File: config.mk
export PLATFORM = sky130hd
export DESIGN_NAME = neopixel_driver_flat
export DESIGN_NICKNAME = d
export VERILOG_FILES = /design/src/rtl/neo_pkg.sv /design/src/rtl/neopixel_driver_if.sv /design/src/rtl/neo_bit_timer.sv /design/src/rtl/neopixel_driver.sv /design/src/flat_wrapper.sv
export SDC_FILE = /design/constraint.sdc
export NUM_CORES = 1
export LEC_CHECK = 0
export CORE_ASPECT_RATIO = 1.75
export CORE_MARGIN = 2
export CORE_UTILIZATION = 65
export DETAILED_ROUTE_END_ITERATION = 12
export GPL_TIMING_DRIVEN = 0
export PLACE_DENSITY = 0.94
export SLEW_MARGIN = 15
export SYNTH_ARGS = -nofsm -noshare
export SYNTH_HDL_FRONTEND = slang
export SYNTH_HIERARCHICAL = 1
export SYNTH_SLANG_ARGS = --single-unit
File: constraint.sdc
create_clock -name clock -period 10.1 [get_ports clock]
set_clock_uncertainty 0.05 [all_clocks]
set_input_delay 1.515 -clock clock [delete_from_list [all_inputs] [get_ports clock]]
set_output_delay 1.515 -clock clock [all_outputs]
set_load 0.1 [all_outputs]
File: src/rtl/neo_pkg.sv
// Shared state/colour types, default WS2812 timing and counter widths
// used by the neopixel driver and its bit timer.
package neo_pkg;

  typedef enum logic [1:0] {
    IDLE  = 2'd0,
    SEND  = 2'd1,
    LATCH = 2'd2
  } neo_state_t;

  typedef enum logic [1:0] {
    GREEN = 2'd0,
    RED   = 2'd1,
    BLUE  = 2'd2
  } color_t;

  localparam int DEF_NUM_PIXELS = 5;
  localparam int DEF_T0H        = 20;
  localparam int DEF_T1H        = 40;
  localparam int DEF_TBIT       = 63;
  localparam int DEF_TLATCH     = 2500;

  localparam int BITS_PER_COLOR = 8;
  localparam int BITS_PER_PIXEL = 24;

  localparam int BIT_TIMER_W = 6;
  localparam int BIT_INDEX_W = 7;
  localparam int LATCH_CNT_W = 12;

  function automatic logic color_valid(input logic [1:0] ci);
    return (ci == GREEN) || (ci == RED) || (ci == BLUE);
  endfunction

endpackage

File: src/rtl/neopixel_driver_if.sv
// Host-side load/send handshake and status bundle of the neopixel driver,
// including the serial data line.
interface neopixel_driver_if;

  logic       load_color;
  logic [2:0] pixel_index;
  logic [1:0] color_index;
  logic [7:0] color_level;
  logic       send_it;

  logic       ready_to_load;
  logic       ready_to_send;
  logic       begin_send;
  logic       done_send;
  logic       done_wait;
  logic       neo_data;

  modport master (
    output load_color, pixel_index, color_index, color_level, send_it,
    input  ready_to_load, ready_to_send, begin_send, done_send, done_wait,
           neo_data
  );

  modport slave (
    input  load_color, pixel_index, color_index, color_level, send_it,
    output ready_to_load, ready_to_send, begin_send, done_send, done_wait,
           neo_data
  );

endinterface

File: src/rtl/neo_bit_timer.sv
// Shapes one WS2812 bit period: high for T1H (1) or T0H (0) cycles, then
// low until TBIT cycles have elapsed. start_i is held for the whole frame.
module neo_bit_timer
  import neo_pkg::*;
#(
  parameter int T0H  = DEF_T0H,
  parameter int T1H  = DEF_T1H,
  parameter int TBIT = DEF_TBIT
) (
  input  logic clock,
  input  logic reset_n,
  input  logic start_i,
  input  logic bit_i,
  output logic neo_data_o,
  output logic bit_done_o
);

  localparam logic [BIT_TIMER_W-1:0] T0H_W     = BIT_TIMER_W'(T0H);
  localparam logic [BIT_TIMER_W-1:0] T1H_W     = BIT_TIMER_W'(T1H);
  localparam logic [BIT_TIMER_W-1:0] TBIT_LAST = BIT_TIMER_W'(TBIT - 1);

  logic [BIT_TIMER_W-1:0] cnt_q, cnt_d;
  logic [BIT_TIMER_W-1:0] highLen;
  logic                   periodEnd;

  assign highLen   = bit_i ? T1H_W : T0H_W;
  assign periodEnd = (cnt_q == TBIT_LAST);

  // The counter idles at zero so the first cycle of a frame starts high.
  always_comb begin
    cnt_d = cnt_q;
    if (!start_i) begin
      cnt_d = '0;
    end else if (periodEnd) begin
      cnt_d = '0;
    end else begin
      cnt_d = cnt_q + BIT_TIMER_W'(1);
    end
  end

  always_ff @(posedge clock or negedge reset_n) begin
    if (!reset_n) begin
      cnt_q <= '0;
    end else begin
      cnt_q <= cnt_d;
    end
  end

  assign neo_data_o = start_i && (cnt_q < highLen);
  assign bit_done_o = start_i && periodEnd;

endmodule

File: src/rtl/neopixel_driver.sv
// WS2812 chain driver: stores GRB bytes for each pixel and, on request,
// streams one frame (pixel 0 first, MSB first) followed by a latch gap.
module neopixel_driver
  import neo_pkg::*;
#(
  parameter int NUM_PIXELS = DEF_NUM_PIXELS,
  parameter int T0H        = DEF_T0H,
  parameter int T1H        = DEF_T1H,
  parameter int TBIT       = DEF_TBIT,
  parameter int TLATCH     = DEF_TLATCH
) (
  input  logic              clock,
  input  logic              reset_n,
  neopixel_driver_if.slave  bus
);

  localparam int FRAME_BITS = NUM_PIXELS * BITS_PER_PIXEL;

  localparam logic [BIT_INDEX_W-1:0] LAST_BIT    = BIT_INDEX_W'(FRAME_BITS - 1);
  localparam logic [LATCH_CNT_W-1:0] LATCH_LAST  = LATCH_CNT_W'(TLATCH - 1);
  localparam logic [3:0]             PIXEL_LIMIT = 4'(NUM_PIXELS);

  neo_state_t state_q, state_d;

  logic [BIT_INDEX_W-1:0] bitIdx_q, bitIdx_d;
  logic [LATCH_CNT_W-1:0] latchCnt_q, latchCnt_d;
  logic [FRAME_BITS-1:0]  colors_q, colors_d;

  logic                   writeEn;
  logic [BIT_INDEX_W-1:0] wrOfs;
  logic [BIT_INDEX_W-1:0] wrBase;
  logic [BIT_INDEX_W-1:0] rdSel;
  logic                   curBit;
  logic                   timerRun;
  logic                   timerData;
  logic                   bitDone;
  logic                   beginSend;
  logic                   doneSend;
  logic                   doneWait;

  // Storage is one flat vector laid out in transmit order: frame bit k
  // lives at colors_q[FRAME_BITS-1-k], so both writes and reads are simple
  // offsets from the top.
  assign wrOfs  = BIT_INDEX_W'(bus.pixel_index) * BIT_INDEX_W'(BITS_PER_PIXEL)
                + BIT_INDEX_W'(bus.color_index) * BIT_INDEX_W'(BITS_PER_COLOR);
  assign wrBase = LAST_BIT - wrOfs;
  assign rdSel  = LAST_BIT - bitIdx_q;
  assign curBit = colors_q[rdSel];

  assign writeEn = (state_q == IDLE) && bus.load_color
                && ({1'b0, bus.pixel_index} < PIXEL_LIMIT)
                && color_valid(bus.color_index);

  assign timerRun = (state_q == SEND);

  neo_bit_timer #(
    .T0H  (T0H),
    .T1H  (T1H),
    .TBIT (TBIT)
  ) u_bit_timer (
    .clock      (clock),
    .reset_n    (reset_n),
    .start_i    (timerRun),
    .bit_i      (curBit),
    .neo_data_o (timerData),
    .bit_done_o (bitDone)
  );

  // A write and a send in the same IDLE cycle both take effect, so the
  // new byte is already in storage when the first bit is read.
  always_comb begin
    state_d    = state_q;
    bitIdx_d   = bitIdx_q;
    latchCnt_d = latchCnt_q;
    colors_d   = colors_q;
    beginSend  = 1'b0;
    doneSend   = 1'b0;
    doneWait   = 1'b0;

    if (writeEn) begin
      colors_d[wrBase -: 8] = bus.color_level;
    end

    case (state_q)
      IDLE: begin
        if (bus.send_it) begin
          state_d   = SEND;
          bitIdx_d  = '0;
          beginSend = 1'b1;
        end
      end
      SEND: begin
        if (bitDone) begin
          if (bitIdx_q == LAST_BIT) begin
            bitIdx_d   = '0;
            latchCnt_d = '0;
            doneSend   = 1'b1;
            state_d    = LATCH;
          end else begin
            bitIdx_d = bitIdx_q + BIT_INDEX_W'(1);
          end
        end
      end
      LATCH: begin
        if (latchCnt_q == LATCH_LAST) begin
          latchCnt_d = '0;
          doneWait   = 1'b1;
          state_d    = IDLE;
        end else begin
          latchCnt_d = latchCnt_q + LATCH_CNT_W'(1);
        end
      end
      default: begin
        state_d = IDLE;
      end
    endcase
  end

  always_ff @(posedge clock or negedge reset_n) begin
    if (!reset_n) begin
      state_q    <= IDLE;
      bitIdx_q   <= '0;
      latchCnt_q <= '0;
      colors_q   <= '0;
    end else begin
      state_q    <= state_d;
      bitIdx_q   <= bitIdx_d;
      latchCnt_q <= latchCnt_d;
      colors_q   <= colors_d;
    end
  end

  assign bus.ready_to_load = (state_q == IDLE);
  assign bus.ready_to_send = (state_q == IDLE);
  assign bus.begin_send    = beginSend;
  assign bus.done_send     = doneSend;
  assign bus.done_wait     = doneWait;
  assign bus.neo_data      = timerData;

endmodule

File: src/flat_wrapper.sv
// flat-port wrapper written by rule: the top's interface ports become plain ports
module neopixel_driver_flat import neo_pkg::*;
#(
  parameter int NUM_PIXELS = DEF_NUM_PIXELS,
  parameter int T0H        = DEF_T0H,
  parameter int T1H        = DEF_T1H,
  parameter int TBIT       = DEF_TBIT,
  parameter int TLATCH     = DEF_TLATCH
)
  (clock, reset_n, bus_load_color, bus_pixel_index, bus_color_index, bus_color_level, bus_send_it, bus_ready_to_load, bus_ready_to_send, bus_begin_send, bus_done_send, bus_done_wait, bus_neo_data);
  neopixel_driver_if bus_i ();
  input  logic clock;
  input  logic reset_n;
  input wire logic [$bits(bus_i.load_color)-1:0] bus_load_color;
  input wire logic [$bits(bus_i.pixel_index)-1:0] bus_pixel_index;
  input wire logic [$bits(bus_i.color_index)-1:0] bus_color_index;
  input wire logic [$bits(bus_i.color_level)-1:0] bus_color_level;
  input wire logic [$bits(bus_i.send_it)-1:0] bus_send_it;
  output wire logic [$bits(bus_i.ready_to_load)-1:0] bus_ready_to_load;
  output wire logic [$bits(bus_i.ready_to_send)-1:0] bus_ready_to_send;
  output wire logic [$bits(bus_i.begin_send)-1:0] bus_begin_send;
  output wire logic [$bits(bus_i.done_send)-1:0] bus_done_send;
  output wire logic [$bits(bus_i.done_wait)-1:0] bus_done_wait;
  output wire logic [$bits(bus_i.neo_data)-1:0] bus_neo_data;
  assign bus_i.load_color = bus_load_color;
  assign bus_i.pixel_index = bus_pixel_index;
  assign bus_i.color_index = bus_color_index;
  assign bus_i.color_level = bus_color_level;
  assign bus_i.send_it = bus_send_it;
  assign bus_ready_to_load = bus_i.ready_to_load;
  assign bus_ready_to_send = bus_i.ready_to_send;
  assign bus_begin_send = bus_i.begin_send;
  assign bus_done_send = bus_i.done_send;
  assign bus_done_wait = bus_i.done_wait;
  assign bus_neo_data = bus_i.neo_data;
  neopixel_driver #(.NUM_PIXELS(NUM_PIXELS), .T0H(T0H), .T1H(T1H), .TBIT(TBIT), .TLATCH(TLATCH)) u_core (.clock(clock), .reset_n(reset_n), .bus(bus_i));
endmodule
---- After elaboration in Yosys (flattened, before gate mapping) ----
Index checks and enable logic that the tools add are counted.
word-level totals
  bits in registers ....................... 147
  input port bits ......................... 17
  output and inout port bits .............. 6
  logic and storage cells ................. 69
operators by class
  add/sub/neg operators ................... 7
  multipliers ............................. 1
  magnitude comparators ................... 3
  eq/ne operators ......................... 11
  shift operators ......................... 2
  multiplexer cells ....................... 26
  reductions and logical operators ........ 14
operators by type and width
  operator                                                                 number
  8-bit by 9-bit variable shift with 127-bit output, first input constant  1
  8-bit by 9-bit indexed part select with 127-bit output                   1
  120-bit bitwise mux                                                      1
  12-bit two-way mux                                                       3
  12-bit one-hot mux with 2 select lines                                   1
  7-bit two-way mux                                                        3
  6-bit two-way mux                                                        3
  7-bit one-hot mux with 2 select lines                                    1
  7-bit subtractor, first input constant                                   2
  12-bit by 1-bit adder with 12-bit output, second input constant          1
  12-bit equality test, second input constant                              1
  7-bit negator with 9-bit output                                          1
  7-bit by 8-bit < comparator with 1-bit output, second input constant     1
  1-bit two-way mux                                                        8
  2-bit two-way mux                                                        4
  7-bit by 1-bit adder with 7-bit output, second input constant            1
  7-bit by 5-bit adder with 7-bit output                                   1
  1-bit binary-select mux with 7-bit select                                1
  7-bit equality test, second input constant                               1
  6-bit by 1-bit adder with 6-bit output, second input constant            1
  6-bit equality test, second input constant                               1
  6-bit < comparator                                                       1
  2-bit by 1-bit != test with 1-bit output, second input constant          3
  2-bit one-hot mux with 3 select lines                                    1
  11 further kinds                                                         21

---- Depth between registers and ports, before layout ----
Gate-level depths: netlist of run 1.
  word-level depth ........................ 6
  depth in mapped cells ................... 15
  mapped depth without buffers ............ 13

---- Hierarchy ----
The synthesis of run 1 kept the hierarchy.
modules (own cells, without submodules)
  module           times used  cells each  area an instance (um2)  seq. area each (um2)
  neopixel_driver  1           547         7,253.2                 3,528.4
  neo_bit_timer    1           37          360.3                   150.1

---- Worst setup path after synthesis of run 1 ----
No wires, ideal clock.
  path type ............................... register to output
  start point ............................. register u_core.bitIdx_q[3]
  end point ............................... output port bus_neo_data
  data arrival time ....................... 4.637 ns
  required time ........................... 8.535 ns
  path slack .............................. 3.898 ns
  stages on the path, launching flop included .. 16
  path buffers ............................ 2
  path through ............................ dfrtp_1 -> clkbuf_1 -> inv_1 -> ha_1 -> clkbuf_1 -> nand2_1 -> a31oi_1 -> and3_1 -> nor4_1 -> a2111oi_0 -> a311o_1 -> inv_1 -> ha_1 -> o21ai_0 -> a21oi_1 -> a2111oi_2
on the way
  cells in the longest elaborated chain, start to end .. 6
RTL lines
  item                                       RTL line                RTL
  start, declared                            neopixel_driver.sv:25   logic [BIT_INDEX_W-1:0] bitIdx_q, bitIdx_d;
  start signal, assigned                     neopixel_driver.sv:127  bitIdx_q <= bitIdx_d;
  7-bit subtractor                           neopixel_driver.sv:47   assign rdSel = LAST_BIT - bitIdx_q;
  1-bit binary-select mux with 7-bit select  neopixel_driver.sv:48   assign curBit = colors_q[rdSel];
  1-bit two-way mux (not written as such)    neopixel_driver.sv:48
  via u_core.curBit                          neopixel_driver.sv:33   logic curBit;
  6-bit two-way mux                          neo_bit_timer.sv:26     assign highLen = bit_i ? T1H_W : T0H_W;
  6-bit < comparator                         neo_bit_timer.sv:49     assign neo_data_o = start_i && (cnt_q < highLen);
  1-bit logical AND                          neo_bit_timer.sv:49
  end, declared                              flat_wrapper.sv:24      output wire logic [$bits(bus_i.neo_data)-1:0] bus_neo_data;
The timed path passes the listed nets, and every way through them passes these cells. The select of a mux whose other input is x is not followed.

---- Final worst setup path of run 1 ----
  start point ............................. register u_core.bitIdx_q[1]
  end point ............................... output port bus_neo_data
Same word-level chain as after synthesis.

==> impl_metrics.json, run 1 <==
{
  "status": "completed",
  "synth-edff-count": 0,
  "drt-pass1-iter-count": 7,
  "synthToLayoutAreaGrowth_pct": 13.8,
  "core_area_um2": 11500,
  "slowest_delay_ps": 1190,
  "wl_um": 19100,
  "crit_chain": "buf_2, buf_1, mux4_2, mux2i_1, nor2_1, nor4_1, a2111oi_0, a311o_1, inv_1, ha_1, o21ai_0, a21oi_1, a2111oi_2, clkdlybuf4s50_1",
  "leakage_nw": 4.15,
  "htree_levels": 4,
  "cts-resized-gates": 0,
  "synth_cells": 584,
  "synth-async-reset-ratio": 1.00,
  "place_congestion": 0.921,
  "io_pins": 23,
  "final_common_cell": "dfrtp_1",
  "avgRoutedWirePerCell_um": 24.7,
  "die_x_um": 85.8,
  "grt_pass1_vias": 5656,
  "grt_remaining_overflow": 0,
  "hold_path_class": "reg2reg",
  "synth_cell_types": 49,
  "final_area_um2": 8660,
  "yosysTopAreaCell": "dfrtp_1",
  "setup_slack_ps": 3080,
  "rsz0062_at_grt": "false",
  "power_density_nw_per_um2": 193,
  "cts_root_buffer": "clkbuf_16",
  "fillers": 663,
  "startpoint": "u_core/bitIdx_q[1]",
  "maxSlewViolCount": 0,
  "clock_latency_ps": 420,
  "antenna_found_initial": 0,
  "power_mw": 1.67,
  "port_buffers": 22,
  "ys_ff_latch": 147,
  "cts_sinks": 147,
  "viasPerCell": 6.78,
  "diodes": 0,
  "grtUsageTotal": 0.325,
  "ant_nets": 0,
  "rows": 52,
  "crit_type": "reg2out",
  "fin_crit_sh": 0.695,
  "drive_above_1_share": 0.311,
  "ys_seq_area_frac": 0.483,
  "post-route-util": 0.752,
  "ys_warn_count": 6,
  "critPathLaunchType": "flop",
  "r2r-start": "u_core/state_q[0]",
  "period_needed_ps": 7020,
  "final_cell_mix": "dfrtp_1, mux2_2, o21ai_0, and2_1, nor2_1",
  "slew_headroom": 0.232,
  "pre_cts_ws_ps": 3660,
  "power.share.combinational": 0.222,
  "pwr-share-clk": 0.399,
  "drtIter0Drc": 546,
  "cts_tree": "done",
  "place_area_um2": 8040,
  "syn_area_um2": 7610,
  "worst_pin_slew_ps": 1140,
  "swShare": 0.311,
  "grt_pass1_wl_um": 30800,
  "synth_area_per_cell_um2": 13.0,
  "hold_viol_final": 0,
  "worstHoldPathCells": 1,
  "setup_viol": 0,
  "timing.setup.tns_ps": 0,
  "crit_arrival_ps": 5450,
  "hp-start": "u_core/state_q[1]",
  "rr_worst_depth": 5,
  "grt_max_degree": 105,
  "ir_worst_vdd_mv": 0.146,
  "start_util": 0.661,
  "cp_max_fo": 10,
  "p_seq_frac": 0.379,
  "maxCapViolations": 0,
  "netSwitchingPower_mw": 0.518,
  "path_clk_slew_ps": 60,
  "crit_required_ps": 8540,
  "dp.final_hpwl_um": 12800,
  "synth_area_leaders": "dfrtp_1, mux2_2, mux4_2",
  "vias": 5246,
  "synth_top_cell_area_share": 0.483,
  "p_int_mw": 1.15,
  "fp.dieH_um": 147,
  "ys.flop_type": "dfrtp_1",
  "syn_nets": 625,
  "cts_buffer_depth": 2,
  "drc": 0,
  "crit_path_top_delay_cell": "clkdlybuf4s50_1",
  "cts_setup_buffers": 0,
  "clock.fmax_mhz": 143,
  "cts_hold_buf": 0,
  "dieArea_um2": 12600,
  "finalNetCount": 667,
  "cts_buffers": 17,
  "end_kind": "primary output"
}
-- metal layers --
| layer | vias to the layer above | wire length, um | GRT usage |
|---|---|---|---|
| met5 | - | 0 | 0 |
| met4 | 0 | 1200 | 0.198 |
| met3 | 86 | 795 | 0.0517 |
| met2 | 243 | 10400 | 0.568 |
| met1 | 2683 | 6750 | 0.366 |
| li1 | 2234 | - | - |
-- cells by family after synthesis --
family,share of synthesized area
multiplexers,0.285
flip-flops,0.483
AND/OR/NAND/NOR,0.107
AO/OA/AOI/OAI,0.0478
buffers and inverters,0.0214
adder cells (fa/ha/maj),0.0414
XOR/XNOR,0.0138
-- stage by stage --
stage               std cells  hold slack, ps
global placement          741             426
floorplan                 584             402
CTS                       774             450
global route              774             468
detailed placement        742             431
finish                    774             450
-- flip-flops by register name (all words and copies together) (netlist names) --
signal and flops:
u_core/colors_q 120, u_core/latchCnt_q 12, u_core/bitIdx_q 7, u_core/u_bit_timer/cnt_q 6, u_core/state_q 2
-- critical path, delay by kind of cell (launching register included) --
| family | cells | cell delay (ps) |
|---|---|---|
| buf+inv | 4 | 2260 |
| compound gates | 5 | 1030 |
| mux | 2 | 660 |
| simple gates | 2 | 430 |
| flops | 1 | 410 |
| fa+ha+maj | 1 | 230 |
-- cell usage after synthesis, drive strengths merged (3+ instances only) --
library cell and count:
dfrtp 147, mux2 123, o21ai 31, and2 26, mux4 24, nor2 23
ha 22, mux2i 22, and3 19, nand2 19, nand3 17, nor3 17
inv 15, clkbuf 10, buf 9, nor2b 7, xnor2 7, a22oi 5
xor2 5, a21oi 4, a31oi 4, nand2b 3, nand4 3
-- final cells by class --
cell class | count | area, um2 | area share
Tap cell | 135 | 169 | 0.0195
Clock buffer | 20 | 457 | 0.0527
Clock inverter | 12 | 169 | 0.0195
Buffer | 19 | 106 | 0.0123
Multi-Input combinational cell | 403 | 3770 | 0.436
Timing Repair Buffer | 23 | 253 | 0.0292
Inverter | 15 | 56.3 | 0.00650
Sequential cell | 147 | 3680 | 0.425
-- path summary, 6_finish.rpt --
path | endpoint | slack, ps
setup / recovery | bus_neo_data | 3080
hold / removal | u_core/state_q[0] | 450
setup reg to reg | u_core/colors_q[87] | 7400
hold reg to reg | u_core/state_q[0] | 450
max in group asynchronous | u_core/colors_q[83] | 8280
min in group asynchronous | u_core/latchCnt_q[7] | 930
-- power by group through the flow --
stage | clock, mW | combinational, mW | sequential, mW
detailed placement | 0 | 0.357 | 0.641
CTS | 0.668 | 0.368 | 0.631
floorplan | 0 | 0.255 | 0.635
finish | 0.666 | 0.371 | 0.632
global placement | 0 | 0.343 | 0.640
global route | 0.691 | 0.393 | 0.633
Note: power is estimated with default switching activity, not from simulation.
==> run 2: changes to the inputs <==
--- a/config.mk
+++ b/config.mk
@@ -7,10 +7,10 @@
 export LEC_CHECK = 0
 export CORE_ASPECT_RATIO = 1.75
 export CORE_MARGIN = 2
-export CORE_UTILIZATION = 65
+export CORE_UTILIZATION = 56
 export DETAILED_ROUTE_END_ITERATION = 12
 export GPL_TIMING_DRIVEN = 0
-export PLACE_DENSITY = 0.94
+export PLACE_DENSITY = 0.86
 export SLEW_MARGIN = 15
 export SYNTH_ARGS = -nofsm -noshare
 export SYNTH_HDL_FRONTEND = slang
==> constraint.sdc (replaced) <==
create_clock -name clock -period 5.8 [get_ports clock]
set_clock_uncertainty 0.05 [all_clocks]
set_input_delay 0.87 -clock clock [delete_from_list [all_inputs] [get_ports clock]]
set_output_delay 0.87 -clock clock [all_outputs]
set_load 0.1 [all_outputs]
==> impl_metrics.json, run 2 (synthesis results as in run 1) <==
{
  "status": "completed",
  "drive_above_1_share": 0.315,
  "drc": 0,
  "cts_tree": "done",
  "dp.final_hpwl_um": 12700,
  "clock_latency_ps": 420,
  "place_congestion": 0.933,
  "power_density_nw_per_um2": 328,
  "viasPerCell": 6.28,
  "reg_top3": "u_core/colors_q (120), u_core/latchCnt_q (12), u_core/bitIdx_q (7)",
  "die_x_um": 92.1,
  "setup_viol": 0,
  "path_buf_inv": 5,
  "crit_chain": "clkbuf_1, inv_1, ha_1, clkbuf_1, nand2_1, a31oi_1, and3_1, nor4_1, a2111oi_0, a311o_1, inv_1, ha_1, o21ai_0, a21oi_1, a2111oi_2, buf_2",
  "cts_buffers": 17,
  "avgRoutedWirePerCell_um": 22.1,
  "ant_nets": 0,
  "hold_viol_final": 0,
  "dieArea_um2": 14600,
  "crit_type": "reg2out",
  "vias": 5100,
  "diodes": 0,
  "crit_required_ps": 4880,
  "final_cell_mix": "dfrtp_1, mux2_2, o21ai_0, and2_1, nor2_1",
  "leakage_nw": 4.15,
  "rsz0062_at_grt": "false",
  "crit_path_top_delay_cell": "a2111oi_0",
  "post-route-util": 0.653,
  "pre_cts_ws_ps": -60.5,
  "maxCapViolations": 0,
  "multiInputGateArea_um2": 3770,
  "core_area_um2": 13300,
  "slowest_delay_ps": 540,
  "grt_pass1_vias": 5470,
  "grt_remaining_overflow": 0,
  "slew_headroom": 0.173,
  "rows": 56,
  "cts_sinks": 147,
  "cts_buffer_depth": 2,
  "period_needed_ps": 5600,
  "finalNetCount": 666,
  "io_pins": 23,
  "grt_pass1_wl_um": 28600,
  "crit_arrival_ps": 4680,
  "critPathLaunchType": "flop",
  "regMostFlops": "u_core/colors_q",
  "cp_max_fo": 9,
  "synthToLayoutAreaGrowth_pct": 14.1,
  "fp.dieH_um": 158,
  "start_util": 0.572,
  "fin_crit_sh": 0.965,
  "hold_path_class": "in2async",
  "critPathTopFamily": "compound AO/OA/AOI/OAI gates",
  "ir_worst_vdd_mv": 0.276,
  "regArea_um2": 3680,
  "end_kind": "primary output",
  "drt-pass1-iter-count": 5,
  "path_clk_slew_ps": 60,
  "worst_pin_slew_ps": 1230,
  "drtIter0Drc": 373,
  "htree_levels": 4,
  "grtUsageTotal": 0.260,
  "clock.fmax_mhz": 179,
  "largest_register_ffs": 120,
  "cts_root_buffer": "clkbuf_16",
  "grt_max_degree": 113,
  "antenna_found_initial": 0,
  "wl_um": 17900,
  "final_common_cell": "dfrtp_1",
  "setup_slack_ps": 203,
  "maxSlewViolCount": 0,
  "port_buffers": 22,
  "fillers": 937
}
==> run 2: layer usage <==
layer,wire length [um],track usage,up-vias
li1,-,-,2230
met1,6640,0.282,2626
met2,9600,0.463,173
met3,581,0.0428,71
met4,1090,0.172,0
met5,0,0,-
==> run 2: through the flow <==
stage	cells	TNS, ps	hold slack (ps)	area, um2	power [mW]
6_report	812	0	259	8690	2.85
4_1_cts	812	0	260	8690	2.86
3_3_place_gp	780	-233980	422	8050	1.72
3_5_place_dp	781	-60.5	439	8080	1.74
5_1_grt	812	0	269	8690	2.95
2_1_floorplan	584	0	402	7610	1.55
==> run 2: final timing paths <==
kind,start,endpoint,slack [ps],cells past startpoint
worst min-delay path,reset_n,u_core/latchCnt_q[7],260,1
worst max register to register,u_core/state_q[0],u_core/colors_q[20],3170,5
max in group asynchronous,reset_n,u_core/colors_q[88],4600,2
min in group clock,u_core/state_q[1],u_core/state_q[0],450,1
worst min register to register,u_core/state_q[1],u_core/state_q[0],450,1
worst max-delay path,u_core/bitIdx_q[3],bus_neo_data,200,16
==> run 2: report_power, final <==
part | switching, mW | leakage, nW | internal (mW)
sequential | 0.0369 | 2.03 | 1.06
combinational | 0.400 | 1.81 | 0.226
clock | 0.503 | 0.299 | 0.621
total | 0.940 | 4.15 | 1.91
==> run 2: area by class of cell <==
class                   instances  share of cell area
clock inverters                15              0.0216
flip-flops and latches        147               0.423
inverters                      15             0.00648
repair buffers                 23              0.0285
clock buffers                  17              0.0490
multi-input cells             403               0.434
well taps                     174              0.0251
plain buffers                  18              0.0118
==> run 2: repair_timing <==
| item | CTS | global route |
|---|---|---|
| hold buffers | 0 | 0 |
| setup endpoints to repair | 1 | 1 |
| resized for setup | 4 | 2 |
| pin swaps | 0 | 0 |
| setup buffers | 0 | 0 |
==> run 3: changes to the inputs <==
--- a/config.mk
+++ b/config.mk
@@ -5,9 +5,11 @@
 export SDC_FILE = /design/constraint.sdc
 export NUM_CORES = 1
 export LEC_CHECK = 0
+export CELL_PAD_IN_SITES_DETAIL_PLACEMENT = 1
+export CELL_PAD_IN_SITES_GLOBAL_PLACEMENT = 2
 export CORE_ASPECT_RATIO = 1.75
 export CORE_MARGIN = 2
-export CORE_UTILIZATION = 56
+export CORE_UTILIZATION = 40
 export DETAILED_ROUTE_END_ITERATION = 12
 export GPL_TIMING_DRIVEN = 0
 export PLACE_DENSITY = 0.86
==> impl_metrics.json, run 3 (synthesis results as in run 1) <==
{
  "pre_cts_ws_ps": -278,
  "synthToLayoutAreaGrowth_pct": 15.0,
  "avgRoutedWirePerCell_um": 22.7,
  "crit_chain": "buf_2, mux4_1, mux4_2, nor4_1, a2111oi_1, a311o_1, inv_1, ha_1, o21ai_0, a21oi_1, a2111oi_2, clkbuf_4",
  "rows": 66,
  "cts_tree": "done",
  "cts_root_buffer": "clkbuf_16",
  "drtIter0Drc": 210,
  "worst_pin_slew_ps": 1130,
  "grt_pass1_wl_um": 32100,
  "timing.setup.tns_ps": 0,
  "fp.dieH_um": 187,
  "clock.fmax_mhz": 183,
  "drt-pass1-iter-count": 4,
  "hold_path_class": "in2async",
  "crit_type": "reg2out",
  "path_clk_slew_ps": 60,
  "ir_worst_vdd_mv": 0.264,
  "slowest_delay_ps": 520,
  "maxCapViolations": 0,
  "r2r-start": "u_core/state_q[0]",
  "wl_um": 19900,
  "start_util": 0.408,
  "vias": 4960,
  "status": "completed",
  "core_area_um2": 18700,
  "cts_buffer_depth": 2,
  "period_needed_ps": 5460,
  "critPathLaunchType": "flop",
  "crit_required_ps": 4880,
  "final_common_cell": "dfrtp_1",
  "cp_max_fo": 19,
  "slew_headroom": 0.247,
  "viasPerCell": 5.66,
  "setup_slack_ps": 342,
  "grt_pass1_vias": 5682,
  "port_buffers": 22,
  "grtUsageTotal": 0.214,
  "crit_path_top_delay_cell": "mux4_2",
  "diodes": 0,
  "die_x_um": 108,
  "setup_viol": 0,
  "hold_viol_final": 0,
  "antenna_found_initial": 0,
  "fin_crit_sh": 0.941,
  "regMostFlops": "u_core/colors_q",
  "final_cell_mix": "dfrtp_1, mux2_2, o21ai_0, and2_1, nor2_1",
  "drive_above_1_share": 0.313,
  "grt_max_degree": 101,
  "power_mw": 2.84,
  "htree_levels": 4,
  "power_density_nw_per_um2": 325,
  "io_pins": 23,
  "startpoint": "u_core/bitIdx_q[1]",
  "cts_sinks": 147,
  "ant_nets": 0,
  "reg_top3": "u_core/colors_q (120), u_core/latchCnt_q (12), u_core/bitIdx_q (7)",
  "stdcell_count": 876,
  "cts_buffers": 17,
  "post-route-util": 0.469,
  "clock_latency_ps": 430,
  "finalNetCount": 666,
  "grt_remaining_overflow": 0,
  "leakage_nw": 4.14,
  "place_congestion": 0.874,
  "dp.final_hpwl_um": 14900,
  "cts_setup_buffers": 0,
  "dp.cells": 845,
  "drc": 0,
  "end_kind": "primary output",
  "crit_arrival_ps": 4540,
  "fillers": 1930,
  "dieArea_um2": 20200,
  "maxSlewViolCount": 0,
  "rsz0062_at_grt": "false",
  "largest_register_ffs": 120
}
-- run 3: through the flow --
stage                     instance area, um2  hold WS [ps]
after floorplan                         7610           402
after global placement                  8130           423
after detailed placement                8160           432
after CTS                               8750           284
after global routing                    8760           294
final                                   8760           285
-- run 3: path summary, 6_finish.rpt --
check	to	slack [ps]	depth (start not counted)
worst max-delay path	bus_neo_data	340	12
worst min-delay path	u_core/u_bit_timer/cnt_q[3]	290	1
worst max register to register	u_core/colors_q[113]	3090	5
worst min register to register	u_core/latchCnt_q[7]	450	1
max in group asynchronous	u_core/colors_q[20]	4590	2
min in group clock	u_core/latchCnt_q[7]	450	1
-- run 3: layer usage --
metal	track usage	vias up	wire [um]
li1	-	2225	-
met1	0.219	2589	7110
met2	0.388	94	11000
met3	0.0402	52	459
met4	0.137	0	1300
met5	0	-	0
-- run 3: worst max-delay path: cells and delay by family, from the launching register on --
| family | cells | cell delay (ps) |
|---|---|---|
| simple gates | 1 | 420 |
| buf+inv | 3 | 1010 |
| flops | 1 | 500 |
| fa+ha+maj | 1 | 230 |
| mux | 2 | 960 |
| compound gates | 5 | 980 |
-- run 3: power breakdown --
part           internal, mW  switching [mW]  total, mW
Sequential             1.06          0.0423       1.10
Combinational         0.231           0.405      0.636
Clock                 0.675           0.429       1.10
Total                  1.97           0.877       2.84
-- run 3: final cells by class --
type,instances,area (um2),area share
clock buffer,23,488,0.0557
buffer,18,103,0.0117
sequential,147,3680,0.420
timing repair buffer,23,250,0.0286
clock inverter,9,103,0.0117
inverter,15,56.3,0.00643
multi-input combinational,403,3780,0.432
tap,238,298,0.0340
-- run 3: repair_timing --
action,CTS,global route
endpoints found under the setup margin,1,1
resized for setup,4,4
hold buffers,0,0
